**src/rtl/mul2_seq_ctrl_if.sv**
```systemverilog
// ---------------------------------------------------------------------------
// mul2_seq_ctrl_if
//   Request/result handshake between a requesting unit and the mul2_seq_ctrl
//   sequencer.
//
//   start  requester -> sequencer   start a multiply (sampled only when idle)
//   a, b   requester -> sequencer   WIDTH-bit unsigned operands
//   ack    requester -> sequencer   result consumed (honoured while valid=1)
//   busy   sequencer -> requester   job in flight or result pending
//   valid  sequencer -> requester   p holds a finished product
//   p      sequencer -> requester   2*WIDTH-bit product
//
//   master: the requesting unit.  slave: the sequencer.
// ---------------------------------------------------------------------------
interface mul2_seq_ctrl_if #(
    parameter int WIDTH = 8
);
    logic                 start;
    logic [WIDTH-1:0]     a;
    logic [WIDTH-1:0]     b;
    logic                 ack;
    logic                 busy;
    logic                 valid;
    logic [2*WIDTH-1:0]   p;

    modport master (
        output start, a, b, ack,
        input  busy, valid, p
    );

    modport slave (
        input  start, a, b, ack,
        output busy, valid, p
    );
endinterface

```
**src/rtl/mul2_seq_ctrl.sv**
```systemverilog
// ---------------------------------------------------------------------------
// mul2_seq_ctrl
//   Computes a WIDTH x WIDTH unsigned product by stepping one shared external
//   2x2-bit combinational multiplier across every pair of 2-bit operand
//   digits and shift-accumulating the 4-bit partial products.
//
//   clk    in   rising-edge clock
//   rst_n  in   asynchronous active-low reset
//   req    slave modport of mul2_seq_ctrl_if (start/a/b/ack in,
//                                             busy/valid/p out)
//   mx     out  digit j of the latched multiplicand, to multiplier x
//   my     out  digit i of the latched multiplier, to multiplier y
//   mp     in   4-bit product from the external multiplier (same cycle)
//
//   Flow: IDLE --start--> RUN (D*D cycles, one digit pair each) --> DONE
//         DONE --ack--> IDLE.  A zero operand skips RUN entirely.
// ---------------------------------------------------------------------------
module mul2_seq_ctrl #(
    parameter int WIDTH = 8
) (
    input  logic           clk,
    input  logic           rst_n,
    mul2_seq_ctrl_if.slave req,
    output logic [1:0]     mx,
    output logic [1:0]     my,
    input  logic [3:0]     mp
);
    localparam int D  = WIDTH / 2;
    localparam int IW = (D > 1) ? $clog2(D) : 1;
    localparam int PW = 2 * WIDTH;
    localparam logic [IW-1:0] LAST = IW'(D - 1);

    typedef enum logic [1:0] {
        S_IDLE = 2'd0,
        S_RUN  = 2'd1,
        S_DONE = 2'd2
    } state_t;

    state_t state, state_nx;

    logic [WIDTH-1:0] a_lat, b_lat;
    logic [IW-1:0]    i, j;
    logic [PW-1:0]    acc, acc_sum, term, p_q;
    logic [IW+1:0]    sh;
    logic             accept, op_zero, last_pair;

    assign accept    = (state == S_IDLE) && req.start;
    assign op_zero   = (req.a == '0) || (req.b == '0);
    assign last_pair = (i == LAST) && (j == LAST);

    // Partial product weight is 4^(i+j): shift by 2*(i+j) bits.
    assign sh      = ({2'b00, i} + {2'b00, j}) << 1;
    assign term    = PW'(mp) << sh;
    assign acc_sum = acc + term;

    // ---------------- state register ----------------
    always_ff @(posedge clk or negedge rst_n) begin
        if (!rst_n) state <= S_IDLE;
        else        state <= state_nx;
    end

    // ---------------- next state ----------------
    always_comb begin
        state_nx = state;
        case (state)
            S_IDLE: if (accept)     state_nx = op_zero ? S_DONE : S_RUN;
            S_RUN:  if (last_pair)  state_nx = S_DONE;
            // ack wins over a simultaneous start; start is not queued.
            S_DONE: if (req.ack)    state_nx = S_IDLE;
            default:                state_nx = S_IDLE;
        endcase
    end

    // ---------------- datapath ----------------
    always_ff @(posedge clk or negedge rst_n) begin
        if (!rst_n) begin
            a_lat <= '0;
            b_lat <= '0;
            acc   <= '0;
            p_q   <= '0;
            i     <= '0;
            j     <= '0;
        end else if (accept) begin
            // p clears here, so the zero-skip path presents 0 with no extra work.
            a_lat <= req.a;
            b_lat <= req.b;
            acc   <= '0;
            p_q   <= '0;
            i     <= '0;
            j     <= '0;
        end else if (state == S_RUN) begin
            acc <= acc_sum;
            if (last_pair) p_q <= acc_sum;
            if (j == LAST) begin
                j <= '0;
                i <= i + IW'(1);
            end else begin
                j <= j + IW'(1);
            end
        end
    end

    // Digit select from registered indices; forced to 0 outside RUN so the
    // shared multiplier sees quiet inputs when this block is not using it.
    always_comb begin
        mx = 2'b00;
        my = 2'b00;
        if (state == S_RUN) begin
            mx = a_lat[2*j +: 2];
            my = b_lat[2*i +: 2];
        end
    end

    assign req.busy  = (state != S_IDLE);
    assign req.valid = (state == S_DONE);
    assign req.p     = p_q;

endmodule

```
**src/flat_wrapper.sv**
```systemverilog
// flat-port wrapper written by rule: the top's interface ports become plain ports
module mul2_seq_ctrl_flat 
#(
    parameter int WIDTH = 8
)
  (clk, rst_n, mx, my, mp, req_start, req_a, req_b, req_ack, req_busy, req_valid, req_p);
  mul2_seq_ctrl_if #(.WIDTH(WIDTH)) req_i ();
  input  logic clk;
  input  logic rst_n;
  output logic [1:0] mx;
  output logic [1:0] my;
  input  logic [3:0] mp;
  input wire logic [$bits(req_i.start)-1:0] req_start;
  input wire logic [$bits(req_i.a)-1:0] req_a;
  input wire logic [$bits(req_i.b)-1:0] req_b;
  input wire logic [$bits(req_i.ack)-1:0] req_ack;
  output wire logic [$bits(req_i.busy)-1:0] req_busy;
  output wire logic [$bits(req_i.valid)-1:0] req_valid;
  output wire logic [$bits(req_i.p)-1:0] req_p;
  assign req_i.start = req_start;
  assign req_i.a = req_a;
  assign req_i.b = req_b;
  assign req_i.ack = req_ack;
  assign req_busy = req_i.busy;
  assign req_valid = req_i.valid;
  assign req_p = req_i.p;
  mul2_seq_ctrl #(.WIDTH(WIDTH)) u_core (.clk(clk), .rst_n(rst_n), .req(req_i), .mx(mx), .my(my), .mp(mp));
endmodule
```
**config.mk**
```make
export PLATFORM = sky130hd
export DESIGN_NAME = mul2_seq_ctrl_flat
export DESIGN_NICKNAME = d
export VERILOG_FILES = /design/src/rtl/mul2_seq_ctrl_if.sv /design/src/rtl/mul2_seq_ctrl.sv /design/src/flat_wrapper.sv
export SDC_FILE = /design/constraint.sdc
export NUM_CORES = 1
export LEC_CHECK = 0
export ABC_AREA = 1
export CELL_PAD_IN_SITES_DETAIL_PLACEMENT = 0
export CELL_PAD_IN_SITES_GLOBAL_PLACEMENT = 1
export CORE_MARGIN = 4
export CORE_UTILIZATION = 41
export CTS_BUF_LIST = sky130_fd_sc_hd__clkbuf_4
export CTS_CLUSTER_DIAMETER = 200
export DETAILED_ROUTE_END_ITERATION = 8
export PLACE_DENSITY_LB_ADDON = 0.1
export SYNTH_ARGS = -nofsm -noshare
export SYNTH_HDL_FRONTEND = slang
export SYNTH_SLANG_ARGS = --single-unit
```
**constraint.sdc**
```tcl
create_clock -name clk -period 3.6 [get_ports clk]
set_input_delay 0.9 -clock clk [delete_from_list [all_inputs] [get_ports clk]]
set_output_delay 0.9 -clock clk [all_outputs]
set_load 0.02 [all_outputs]
```
# ---- Word-level counts from Yosys, hierarchy flattened
# Index checks and enable logic that the tools add are counted.
dict set report word_totals {
  regBits 54
  latchBits 0
  mem_bits_rw 0
  rom_bits 0
  in_bits 24
  output_inout_bits 22
  wordCells 52
  mem_count 0
}
dict set report classes {
  addsub 4
  mul 0
  div 0
  magnitude_cmp 0
  eq_ne 7
  shifts 3
  mux 18
  n_bitwise 0
  reduce_logical 13
}
# cell count
set op_table {}
lappend op_table {{2-to-1 mux 16 bit} 5}
lappend op_table {{2-to-1 mux 2 bit} 12}
lappend op_table {{adder 16 bit} 1}
lappend op_table {{logical NOT 8 bit} 2}
lappend op_table {{variable part select 8 x 4 -> 2 bit} 2}
lappend op_table {{left shift 4 x 4 -> 16 bit} 1}
lappend op_table {{nonzero test 2 bit} 4}
lappend op_table {{equality test 2 bit (second input constant)} 3}
lappend op_table {{one-hot mux 2 bit (3 select lines)} 1}
lappend op_table {{adder 2 x 1 -> 2 bit (second input constant)} 2}
lappend op_table {{inequality test 2 x 1 -> 1 bit (second input constant)} 2}
lappend op_table {{AND reduction 2 bit} 2}
lappend op_table {{adder 2 x 2 -> 3 bit} 1}
lappend op_table {{AND reduction 3 bit} 1}
lappend op_table {{equality test 2 x 1 -> 1 bit (second input constant)} 1}
lappend op_table {{logical AND 1 bit} 2}
lappend op_table {{logical NOT 2 bit} 1}
lappend op_table {{inequality test 2 bit (second input constant)} 1}
lappend op_table {{logical OR 1 bit} 1}

# ---- Logic depth before layout (Yosys ltp)
dict set report depth {
  depth_word 6
  mapped_depth 17
  mapped_depth_nobuf 17
}

# ---- Least setup slack after synthesis
# No wires, ideal clock.
dict set report synth_path {
  kind {reg-to-reg}
  from {reg u_core.i[0]}
  to {reg u_core.acc[8]}
  setup_ns 0.127
  arrival_ns 2.708
  required_time_ns 3.473
  path_slack_ns 0.764
  path_stages_with_launch 18
  path_buffers 0
  period_less_slack_ns 2.836
  path_cell_list {dfrtp_1 -> ha_1 -> inv_1 -> fa_1 -> inv_1 -> nor3_1 -> inv_1 -> nor2_1 -> inv_1 -> fa_1 -> inv_1 -> nand3_1 -> nand3_1 -> nand2_1 -> nand3_1 -> nand2_1 -> nand3_1 -> o21ai_0}
}
dict set report synth_between {
  elab_chain_cells 5
}
# element line
set synth_lines {}
lappend synth_lines {{from (decl)} mul2_seq_ctrl.sv:42} ;# logic [IW-1:0] i, j;
lappend synth_lines {{from (signal assigned)} mul2_seq_ctrl.sv:96} ;# i <= i + IW'(1);
lappend synth_lines {{adder 2 x 2 -> 3 bit} mul2_seq_ctrl.sv:52} ;# assign sh = ({2'b00, i} + {2'b00, j}) << 1;
lappend synth_lines {{left shift 4 x 4 -> 16 bit} mul2_seq_ctrl.sv:53} ;# assign term = PW'(mp) << sh;
lappend synth_lines {{adder 16 bit} mul2_seq_ctrl.sv:54} ;# assign acc_sum = acc + term;
lappend synth_lines {{2-to-1 mux 16 bit} mul2_seq_ctrl.sv:91} ;# end else if (state == S_RUN) begin
lappend synth_lines {{2-to-1 mux 16 bit} mul2_seq_ctrl.sv:83} ;# end else if (accept) begin
lappend synth_lines {{to (signal assigned)} mul2_seq_ctrl.sv:92} ;# acc <= acc_sum;
lappend synth_lines {{to (decl)} mul2_seq_ctrl.sv:43} ;# logic [PW-1:0] acc, acc_sum, term, p_q;
# Every way passes these cells. The select of a mux whose other input is x is not followed.
# A chain may end at the register's enable or synchronous reset.

# ---- Worst setup path in the final report
dict set report layout_path {
  from {reg u_core.j[0]}
  to {reg u_core.acc[7]}
}
dict set report layout_between {
  elab_chain_cells 5
}
# element line
set layout_lines {}
lappend layout_lines {{from (decl)} mul2_seq_ctrl.sv:42}
lappend layout_lines {{from (signal assigned)} mul2_seq_ctrl.sv:98} ;# j <= j + IW'(1);
lappend layout_lines {{adder 2 x 2 -> 3 bit} mul2_seq_ctrl.sv:52}
lappend layout_lines {{left shift 4 x 4 -> 16 bit} mul2_seq_ctrl.sv:53}
lappend layout_lines {{adder 16 bit} mul2_seq_ctrl.sv:54}
lappend layout_lines {{2-to-1 mux 16 bit} mul2_seq_ctrl.sv:91}
lappend layout_lines {{2-to-1 mux 16 bit} mul2_seq_ctrl.sv:83}
# Every way passes these cells. The select of a mux whose other input is x is not followed.

==> results.toml <==
[placement]
dpl.hpwl_um = 6700
post_dp_cell_area_um2 = 4030
numPortBuffers = 45
gp_congestion = 0.883

[synthesis]
syn_nets = 537
synthCells = 493
synth_seq_cells = 54
ys_seq_area_share_pct = 38.7
yosysTopAreaCellShare_pct = 38.7
synthArstFlopShare_pct = 100
avgSynthCellArea_um2 = 7.09
synth_cell_types = 32
synthTopCellsByArea = "dfrtp_1 39%, nand2_1 17%, inv_1 7.6%"
synth.largest_area_cell = "dfrtp_1"
syn_area_um2 = 3490
yosys_warnings = 0
synth_flop_cell = "dfrtp_1"
yosys-top-cells-count = "154 x nand2_1, 71 x inv_1, 54 x dfrtp_1, 44 x nor2_1, 33 x o21ai_0"
synth_most_common_cell = "nand2_1"
synth_edf_count = 0

[floorplanning]
dieArea_um2 = 10100
ios = 46
start_util_pct = 42.3
die_y_um = 100
core-area_um2 = 8260
rows = 33
die_x_um = 100

[setup_path]
crit_path_end_kind = "flip-flop"
required_ns = 3.87
timing.rr.start = "u_core.j[0]$_DFFE_PN0P_"
r2r_slack_ns = 0.35
critPathKind = "reg -> reg"
r2r-end = "u_core.acc[7]$_DFFE_PN0P_"
path_buf_inv = 3
slowest_delay_ns = 0.50
arrival_ns = 3.52
reg2reg_depth = 14
cpMaxStageDelayCell = "dfrtp_2"
critPathLaunchType = "flip-flop"
cp_top_family = "adder cells"
crit_chain = "ha_1, inv_1, fa_1, inv_2, nor2_1, a31oi_1, nor2_1, ha_1, nand2_1, inv_1, a21oi_1, nand2_1, o21ai_0, o21ai_0"
worst-path-max-fanout = 8

[route]
wire_per_inst_um = 13.4
vias_per_cell = 4.97
first_pass_iters = 6
drt_wl_total_um = 8590
drc = 0
vias = 3196
drt_iter0_drc = 122
drtAntennaViolNets = 0

[sta]
max_freq_ghz = 0.307
timing.final.crit_share_pct = 90.3
clock_skew_ns = 0.00921
fin_tns_setup_ns = 0
slew_headroom_pct = 49.2
rsz0062_at_grt = "no"
drv_slew = 0
worstMarginPinSlew_ns = 0.761
fin_crit_ns = 3.25
hold_violations = 0
setup_viol = 0

[clocking]
cts_buffer_depth = 2
clk_pin_slew_ns = 0.16
htreeDepth = 2
cts_tree = "done"
cts_buffers = 5
numClockSinks = 54
root_buffer = "clkbuf_4"
insertion_delay_ns = 0.38

[finish]
fill_cells = 862
diodes = 0
nNetsFinal = 581
layout-drive-gt1-share_pct = 5.95
area_growth_pct = 17.0
design_area_um2 = 4090

[job]
maxCapViolCount = 0

[global_route]
grt_start_max_net_pins = 34
grtUsageTotal_pct = 18.6
grt_pass1_wl_um = 14900
grt_overflow = 0
grt_pass1_vias = 3163
grt_antenna_before_repair = 0

[worst_hold_path]
min_from = "u_core.b_lat[0]$_DFFE_PN0P_"
hold_path_depth = 2
hold_class = "reg -> reg"
min_to = "u_core.b_lat[0]$_DFFE_PN0P_"

[power]
p_leak_uw = 0.00215
ir_drop_v = 0.000449
pwr_density_cell_nw_per_um2 = 912
total_power_uw = 3730

[status]
outcome = "finished clean"
==> stage by stage <==
stage	setup slack [ns]	instances	util (%)	hold WS (ns)
after floorplan	0.764	493	-	0.437
after global placement	0.241	635	48.8	0.461
after detailed placement	0.193	635	48.8	0.460
after CTS	0.205	643	49.5	0.501
after global routing	0.0307	643	49.5	0.522
final	0.347	643	49.5	0.499
==> placed cells by master (no fill, tap or decap), drive strengths merged, types with 2 or more instances in the layout <==
cell type / instances
a31oi: 4
clkinv: 2
fa: 2
o22ai: 3
buf: 5
inv: 77
or2: 3
nor2: 48
nand4: 17
nand2: 154
o31ai: 3
nor3: 8
clkbuf: 5
nand3: 23
a21oi: 15
clkdlybuf4s50: 44
and2: 2
o21ai: 47
ha: 18
dfrtp: 54
==> flip-flops by register name, indices dropped and copies added, names as in the netlist <==
signal	cells
u_core.j	2
u_core.i	2
u_core.acc	16
u_core.req.p	16
u_core.state	2
u_core.a_lat	8
u_core.b_lat	8
==> what timing repair did <==
action	in CTS	in global routing
endpoints found under the hold margin	0	0
hold buffers	0	0
buffers inserted	0	0
setup endpoints to repair	0	7
gates resized for setup	0	3
==> routing by layer <==
layer,up-vias,wire [µm],global-route usage (%),part of all wire [%]
met5,-,0,0,0
met4,0,170,5.60,2.0
met3,10,342,2.92,4.0
met2,61,4050,32.1,47
met1,1456,4030,23.9,47
li1,1669,-,-,-
==> how the worst max path moves through the flow <==
stage,endpoint,slack (ns),start,cells past startpoint
final,u_core.acc[7]$_DFFE_PN0P_,0.35,u_core.j[0]$_DFFE_PN0P_,14
after global routing,u_core.acc[6]$_DFFE_PN0P_,0.03,u_core.j[0]$_DFFE_PN0P_,15
after CTS,u_core.acc[7]$_DFFE_PN0P_,0.20,u_core.i[0]$_DFFE_PN0P_,14
after detailed placement,u_core.acc[6]$_DFFE_PN0P_,0.19,mp[3],12
after global placement,u_core.acc[6]$_DFFE_PN0P_,0.24,mp[3],12
after floorplan,u_core.acc[8]$_DFFE_PN0P_,0.76,u_core.i[0]$_DFFE_PN0P_,17
==> power breakdown <==
group	switching [µW]	leakage, µW	internal (µW)
Clock	208	0.0000292	76.9
Combinational	1520	0.00143	870
Sequential	179	0.000690	871
Total	1910	0.00215	1820
==> logic make-up (layout without fill, tap and decap cells) <==
family / after synthesis / count (layout) / synth area share, %
flip-flops: 54 / 54 / 38.7
AND/OR/NAND/NOR: 255 / 255 / 30.9
XOR/XNOR: 1 / 1 / 0.251
multiplexers: 1 / 1 / 0.287
AO/OA/AOI/OAI: 73 / 73 / 11.8
adder cells (fa/ha/maj): 20 / 20 / 7.59
buffers and inverters: 89 / 134 / 10.5
==> layout make-up <==
cell class | instances | area (µm²) | area share [%]
clock buffers | 5 | 37.5 | 0.918
clock inverters | 3 | 20.0 | 0.490
inverters | 77 | 294 | 7.19
multi-input cells | 350 | 1780 | 43.4
flip-flops and latches | 54 | 1350 | 33.1
well taps | 105 | 131 | 3.21
repair buffers | 49 | 475 | 11.6
==> worst min-delay path: stages, from the launching register on <==
cell,delay (ns)
dfrtp_1,0.38
nand2_1,0.05
nand2_1,0.05
Power figures use the tool's default switching activity.
